<file path="src/rtl/logic_op_pkg.sv">
// rtl/logic_op_pkg.sv - opcodes and FSM state encodings shared by the logic-op issuer
package logic_op_pkg;

    localparam logic [2:0] OP_AND     = 3'b000;
    localparam logic [2:0] OP_NAND    = 3'b001;
    localparam logic [2:0] OP_OR      = 3'b010;
    localparam logic [2:0] OP_NOR     = 3'b011;
    localparam logic [2:0] OP_XOR     = 3'b100;
    localparam logic [2:0] OP_XNOR    = 3'b101;
    localparam logic [2:0] OP_NOTA    = 3'b110;
    localparam logic [2:0] OP_ILLEGAL = 3'b111;

    typedef enum logic [1:0] {
        ST_IDLE  = 2'd0,
        ST_DRIVE = 2'd1,
        ST_RESP  = 2'd2
    } state_t;

endpackage

</file>
<file path="src/rtl/logic_op_model.sv">
// rtl/logic_op_model.sv - combinational golden function of the 16-bit logic unit
module logic_op_model
    import logic_op_pkg::*;
#(
    parameter int WIDTH = 16
) (
    input  logic [2:0]       op,
    input  logic [WIDTH-1:0] a,
    input  logic [WIDTH-1:0] b,
    output logic [WIDTH-1:0] result
);

    always_comb begin
        result = '0;
        case (op)
            OP_AND:  result = a & b;
            OP_NAND: result = ~(a & b);
            OP_OR:   result = a | b;
            OP_NOR:  result = ~(a | b);
            OP_XOR:  result = a ^ b;
            OP_XNOR: result = ~(a ^ b);
            OP_NOTA: result = ~a;
            default: result = '0;
        endcase
    end

endmodule

</file>
<file path="src/rtl/logic_op_issuer.sv">
// rtl/logic_op_issuer.sv - single-outstanding command issuer for the logic unit (optional checker: LOGIC_ISSUER_SCOREBOARD_EN)
module logic_op_issuer
    import logic_op_pkg::*;
#(
    parameter int WIDTH = 16,
    parameter int LAT   = 1,
    parameter int TAG_W = 4
) (
    input  logic             clk,
    input  logic             rst_n,
    input  logic             cmd_valid,
    output logic             cmd_ready,
    input  logic [2:0]       cmd_op,
    input  logic [WIDTH-1:0] cmd_a,
    input  logic [WIDTH-1:0] cmd_b,
    input  logic [TAG_W-1:0] cmd_tag,
    output logic [2:0]       log_op,
    output logic [WIDTH-1:0] log_a,
    output logic [WIDTH-1:0] log_b,
    input  logic [WIDTH-1:0] log_out,
    output logic             rsp_valid,
    input  logic             rsp_ready,
    output logic [WIDTH-1:0] rsp_data,
    output logic [TAG_W-1:0] rsp_tag,
    output logic             rsp_illegal,
    output logic             busy,
    output logic             err
);

    localparam int CNT_W = 4;

    state_t             state;
    state_t             state_nxt;
    logic [CNT_W-1:0]   cnt;
    logic               accept;
    logic               sample;

    assign accept = cmd_valid && cmd_ready;
    assign sample = (state == ST_DRIVE) && (cnt == '0);

    always_ff @(posedge clk or negedge rst_n) begin
        if (!rst_n) state <= ST_IDLE;
        else        state <= state_nxt;
    end

    always_comb begin
        state_nxt = state;
        case (state)
            ST_IDLE:  if (accept) state_nxt = (cmd_op == OP_ILLEGAL) ? ST_RESP : ST_DRIVE;
            ST_DRIVE: if (cnt == '0) state_nxt = ST_RESP;
            ST_RESP:  if (rsp_ready) state_nxt = ST_IDLE;
            default:  state_nxt = ST_IDLE;
        endcase
    end

    always_comb begin
        cmd_ready = (state == ST_IDLE);
        rsp_valid = (state == ST_RESP);
        busy      = (state != ST_IDLE);
    end

    // Illegal commands bypass the unit entirely, so log_* keep the last issued values.
    always_ff @(posedge clk or negedge rst_n) begin
        if (!rst_n) begin
            log_op      <= OP_AND;
            log_a       <= '0;
            log_b       <= '0;
            rsp_data    <= '0;
            rsp_tag     <= '0;
            rsp_illegal <= 1'b0;
            cnt         <= '0;
        end else begin
            if (accept) begin
                rsp_tag <= cmd_tag;
                if (cmd_op == OP_ILLEGAL) begin
                    rsp_data    <= '0;
                    rsp_illegal <= 1'b1;
                end else begin
                    log_op <= cmd_op;
                    log_a  <= cmd_a;
                    log_b  <= cmd_b;
                    cnt    <= CNT_W'(LAT - 1);
                end
            end
            if (state == ST_DRIVE) begin
                if (cnt == '0) begin
                    rsp_data    <= log_out;
                    rsp_illegal <= 1'b0;
                end else begin
                    cnt <= cnt - 1'b1;
                end
            end
        end
    end

`ifdef LOGIC_ISSUER_SCOREBOARD_EN
    logic [WIDTH-1:0] expected;
    logic             err_q;

    logic_op_model #(.WIDTH(WIDTH)) u_model (
        .op     (log_op),
        .a      (log_a),
        .b      (log_b),
        .result (expected)
    );

    always_ff @(posedge clk or negedge rst_n) begin
        if (!rst_n)                            err_q <= 1'b0;
        else if (sample && expected != log_out) err_q <= 1'b1;
    end

    assign err = err_q;
`else
    assign err = 1'b0;
`endif

endmodule
</file>
<file path="config.mk">
export PLATFORM = sky130hd
export DESIGN_NAME = logic_op_issuer
export DESIGN_NICKNAME = d
export VERILOG_FILES = /design/src/rtl/logic_op_pkg.sv /design/src/rtl/logic_op_model.sv /design/src/rtl/logic_op_issuer.sv
export SDC_FILE = /design/constraint.sdc
export NUM_CORES = 1
export LEC_CHECK = 0
export ABC_AREA = 1
export CAP_MARGIN = 5
export CORE_MARGIN = 2
export CORE_UTILIZATION = 30
export CTS_BUF_LIST = sky130_fd_sc_hd__clkbuf_4 sky130_fd_sc_hd__clkbuf_8
export DETAILED_ROUTE_END_ITERATION = 10
export PLACE_DENSITY = 0.61
export SLEW_MARGIN = 15
export SYNTH_ARGS = -nofsm -noshare
export SYNTH_HDL_FRONTEND = slang
export SYNTH_SLANG_ARGS = --single-unit
</file>
<file path="constraint.sdc">
create_clock -name clk -period 1.2 [get_ports clk]
set_input_delay 0.18 -clock clk [delete_from_list [all_inputs] [get_ports clk]]
set_output_delay 0.18 -clock clk [all_outputs]
set_load 0.03 [all_outputs]
</file>
==> flow_summary.ini <==
[clock_tree]
clockBufferDepth = 2
clkSinkCount = 62
numCtsBuffers = 9
clock_latency_ps = 330
htreeDepth = 3
cts-root-buf = clkbuf_8
clkTransAtPathRegs_ps = 80
tritoncts = built

[synthesis]
yosysWarnings = 0
synth_top_area_share_pct = 59.53
synth-adder-area-share_pct = 0.4801
ys_types = 20
synth_simple_gate_area_share_pct = 33.41
yosysSeqAreaShare_pct = 59.53
synth_top_family_by_area = simple AND/OR/NAND/NOR gates
syn_nets = 356
synth.area.mux_share_pct = 0
yosys.area.top_type = dfrtp_1
ys_ff_latch = 62
synth-compound-area-share_pct = 0.3841
syn_inst = 296
avgSynthCellArea_um2 = 8.805
synth_xor_area_share_pct = 0
syn_area_um2 = 2606
synth.area.top_cells = dfrtp_1, nand2_1, nand3_1

[finish]
design_area_um2 = 4696
drive_gt1_share_pct = 44.42
area_growth_pct = 80.17
fin_nets = 512
register_area_um2 = 1553
fillers = 793
utilization_pct = 54.92
diodes = 0
multi_input_area_um2 = 1232

[timing]
hold_viol_final = 0
drv_slew = 0
rsz0062_at_grt = yes
fin_skew_ps = 9.627
period_needed_ps = 1327
finalSetupViolations = 64
timing.fmax_mhz = 753.5
fin_crit_sh_pct = 110.6
final.setup.worst_slack_ps = -127.1

[power]
leakagePower_nw = 2.381
p_per_area_nw_per_um2 = 2564
finalPower_mw = 12.04
peakVddDrop_mv = 1.230

[floorplanning]
rows = 34
dieHeight_um = 97.21
die-width_um = 97.21
initial_core_util_pct = 30.48
coreArea_um2 = 8551
die-area_um2 = 9449
io_pins = 119

[critical_path]
reg2reg_slack_ps = -130
critPathMaxFanout = 8
cp.required_ps = 1410
reg2reg_depth = 7
cp.arrival_ps = 1540
r2r-start = state[1]
r2r-end = log_a[3]
cp-end-kind = flop
start_kind = flop
crit_type = reg -> reg

[place]
place_ws_ps = -329.6
gp_congestion = 0.7522
post_dp_cell_area_um2 = 3971
io_buffers = 117
dp_hpwl_mm = 4.983

[outcome]
status = complete, but fails checks
violations = setup timing

[routing]
routed_wl_mm = 7.839
first_pass_iters = 4
vias_per_cell = 4.545
route.detailed.drc = 0
routedWlPerCell_um = 13.87
drt_iter0_drc = 96
ant_nets = 0
route.vias.total = 2568

[grt]
grt_pass1_vias = 2535
grt_max_degree = 63
grt_first_pass_wirelength_mm = 11.83
grt_usage_pct = 15.43
antenna_found_initial = 0
grt-ovfl-total = 0

[min_path]
min_to = rsp_data[13]
hold_start = log_out[13]
holdCritPathClass = in -> reg
hold-path-cell-count = 3

[flow_run]
maxCapViolCount = 0
[synthesized netlist by cell type (all sizes together)]
cell,n
clkbuf,1
dfrtp,62
conb,1
nand2,131
buf,15
nand3,61
nor2,6
nand4,1
or2,1
a21oi,2
ha,1
inv,14
[critical path, cell delays in order, from the launching register on]
cell	delay, ps
dfrtp_2	440
inv_4	80
nand2_4	70
nor2_8	220
nand2_8	120
clkbuf_16	200
nand2_2	60
nand2_2	40
[area by class of cell]
cell class                 instances  area share (%)
clock buffer                      11           3.091
clock inverter                     5           1.252
inverter                          14           1.599
multi-input combinational        205           26.25
sequential                        62           33.07
tap                              108           2.878
timing repair buffer             160           31.87
[state kept, by name, summed over array words and instances, names as in the netlist]
name and count:
state 2, log_b 16, rsp_tag 4, log_a 16, cnt 4, rsp_illegal 1
log_op 3, rsp_data 16
[worst max-delay path by stage]
stage / startpoint / to / cells after the start
CTS: state[1] / cmd_ready / 3
detailed placement: cmd_op[1] / rsp_data[9] / 6
finish: state[1] / log_a[3] / 7
global route: state[0] / log_a[4] / 7
floorplan: state[1] / log_a[0] / 7
global placement: cmd_op[0] / rsp_data[10] / 6
[cells by family (layout without fill, tap and decap cells)]
family,Yosys count,count (layout)
AND/OR/NAND/NOR,200,201
AO/OA/AOI/OAI,2,2
other,1,1
adder cells (fa/ha/maj),1,1
buffers and inverters,30,190
flip-flops,62,62
[power by group]
part           switching, mW  internal, mW  total [mW]
sequential             0.721          3.01        3.73
clock                  0.808          1.04        1.85
combinational           3.79          2.67        6.46
total                   5.32          6.72        12.0
[what timing repair did]
action,in CTS,in global routing
setup buffers,3,15
hold endpoints to repair,62,0
hold buffers,1,0
endpoints found under the setup margin,78,74
gates cloned,1,4
pin swaps,2,9
gates resized for setup,67,97
[through the flow]
step                      hold WS [ps]  setup TNS [ps]  instances
final                            378.7           -5660        565
after global routing             377.5           -9697        565
after CTS                        357.3           -4584        548
after detailed placement         218.8          -16850        527
after global placement           218.9          -15380        527
after floorplan                 -115.6          -751.4        296
[per-layer routing]
metal	vias up	global-route usage (%)	routed length, µm
met1	1222	18.97	3324
li1	1252	-	-
met5	-	0	0
met2	82	25.64	3962
met3	12	3.957	419
met4	0	6.717	132
[placed cells by master (no fill, tap or decap), types with 2 or more instances in the layout]
| master | n |
|---|---|
| clkdlybuf4s15_2 | 4 |
| clkbuf_16 | 2 |
| buf_6 | 8 |
| nand3_1 | 43 |
| dfrtp_1 | 61 |
| clkdlybuf4s50_1 | 57 |
| inv_1 | 6 |
| nand2_4 | 7 |
| nand2_1 | 81 |
| nor2_4 | 3 |
| inv_2 | 5 |
| buf_4 | 68 |
| clkbuf_8 | 10 |
| nand2_8 | 4 |
| nand3_2 | 17 |
| nor2_1 | 2 |
| buf_12 | 8 |
| clkinvlp_4 | 2 |
| buf_2 | 12 |
| nand2_2 | 40 |
No activity file was read; power rests on OpenSTA's default activity.
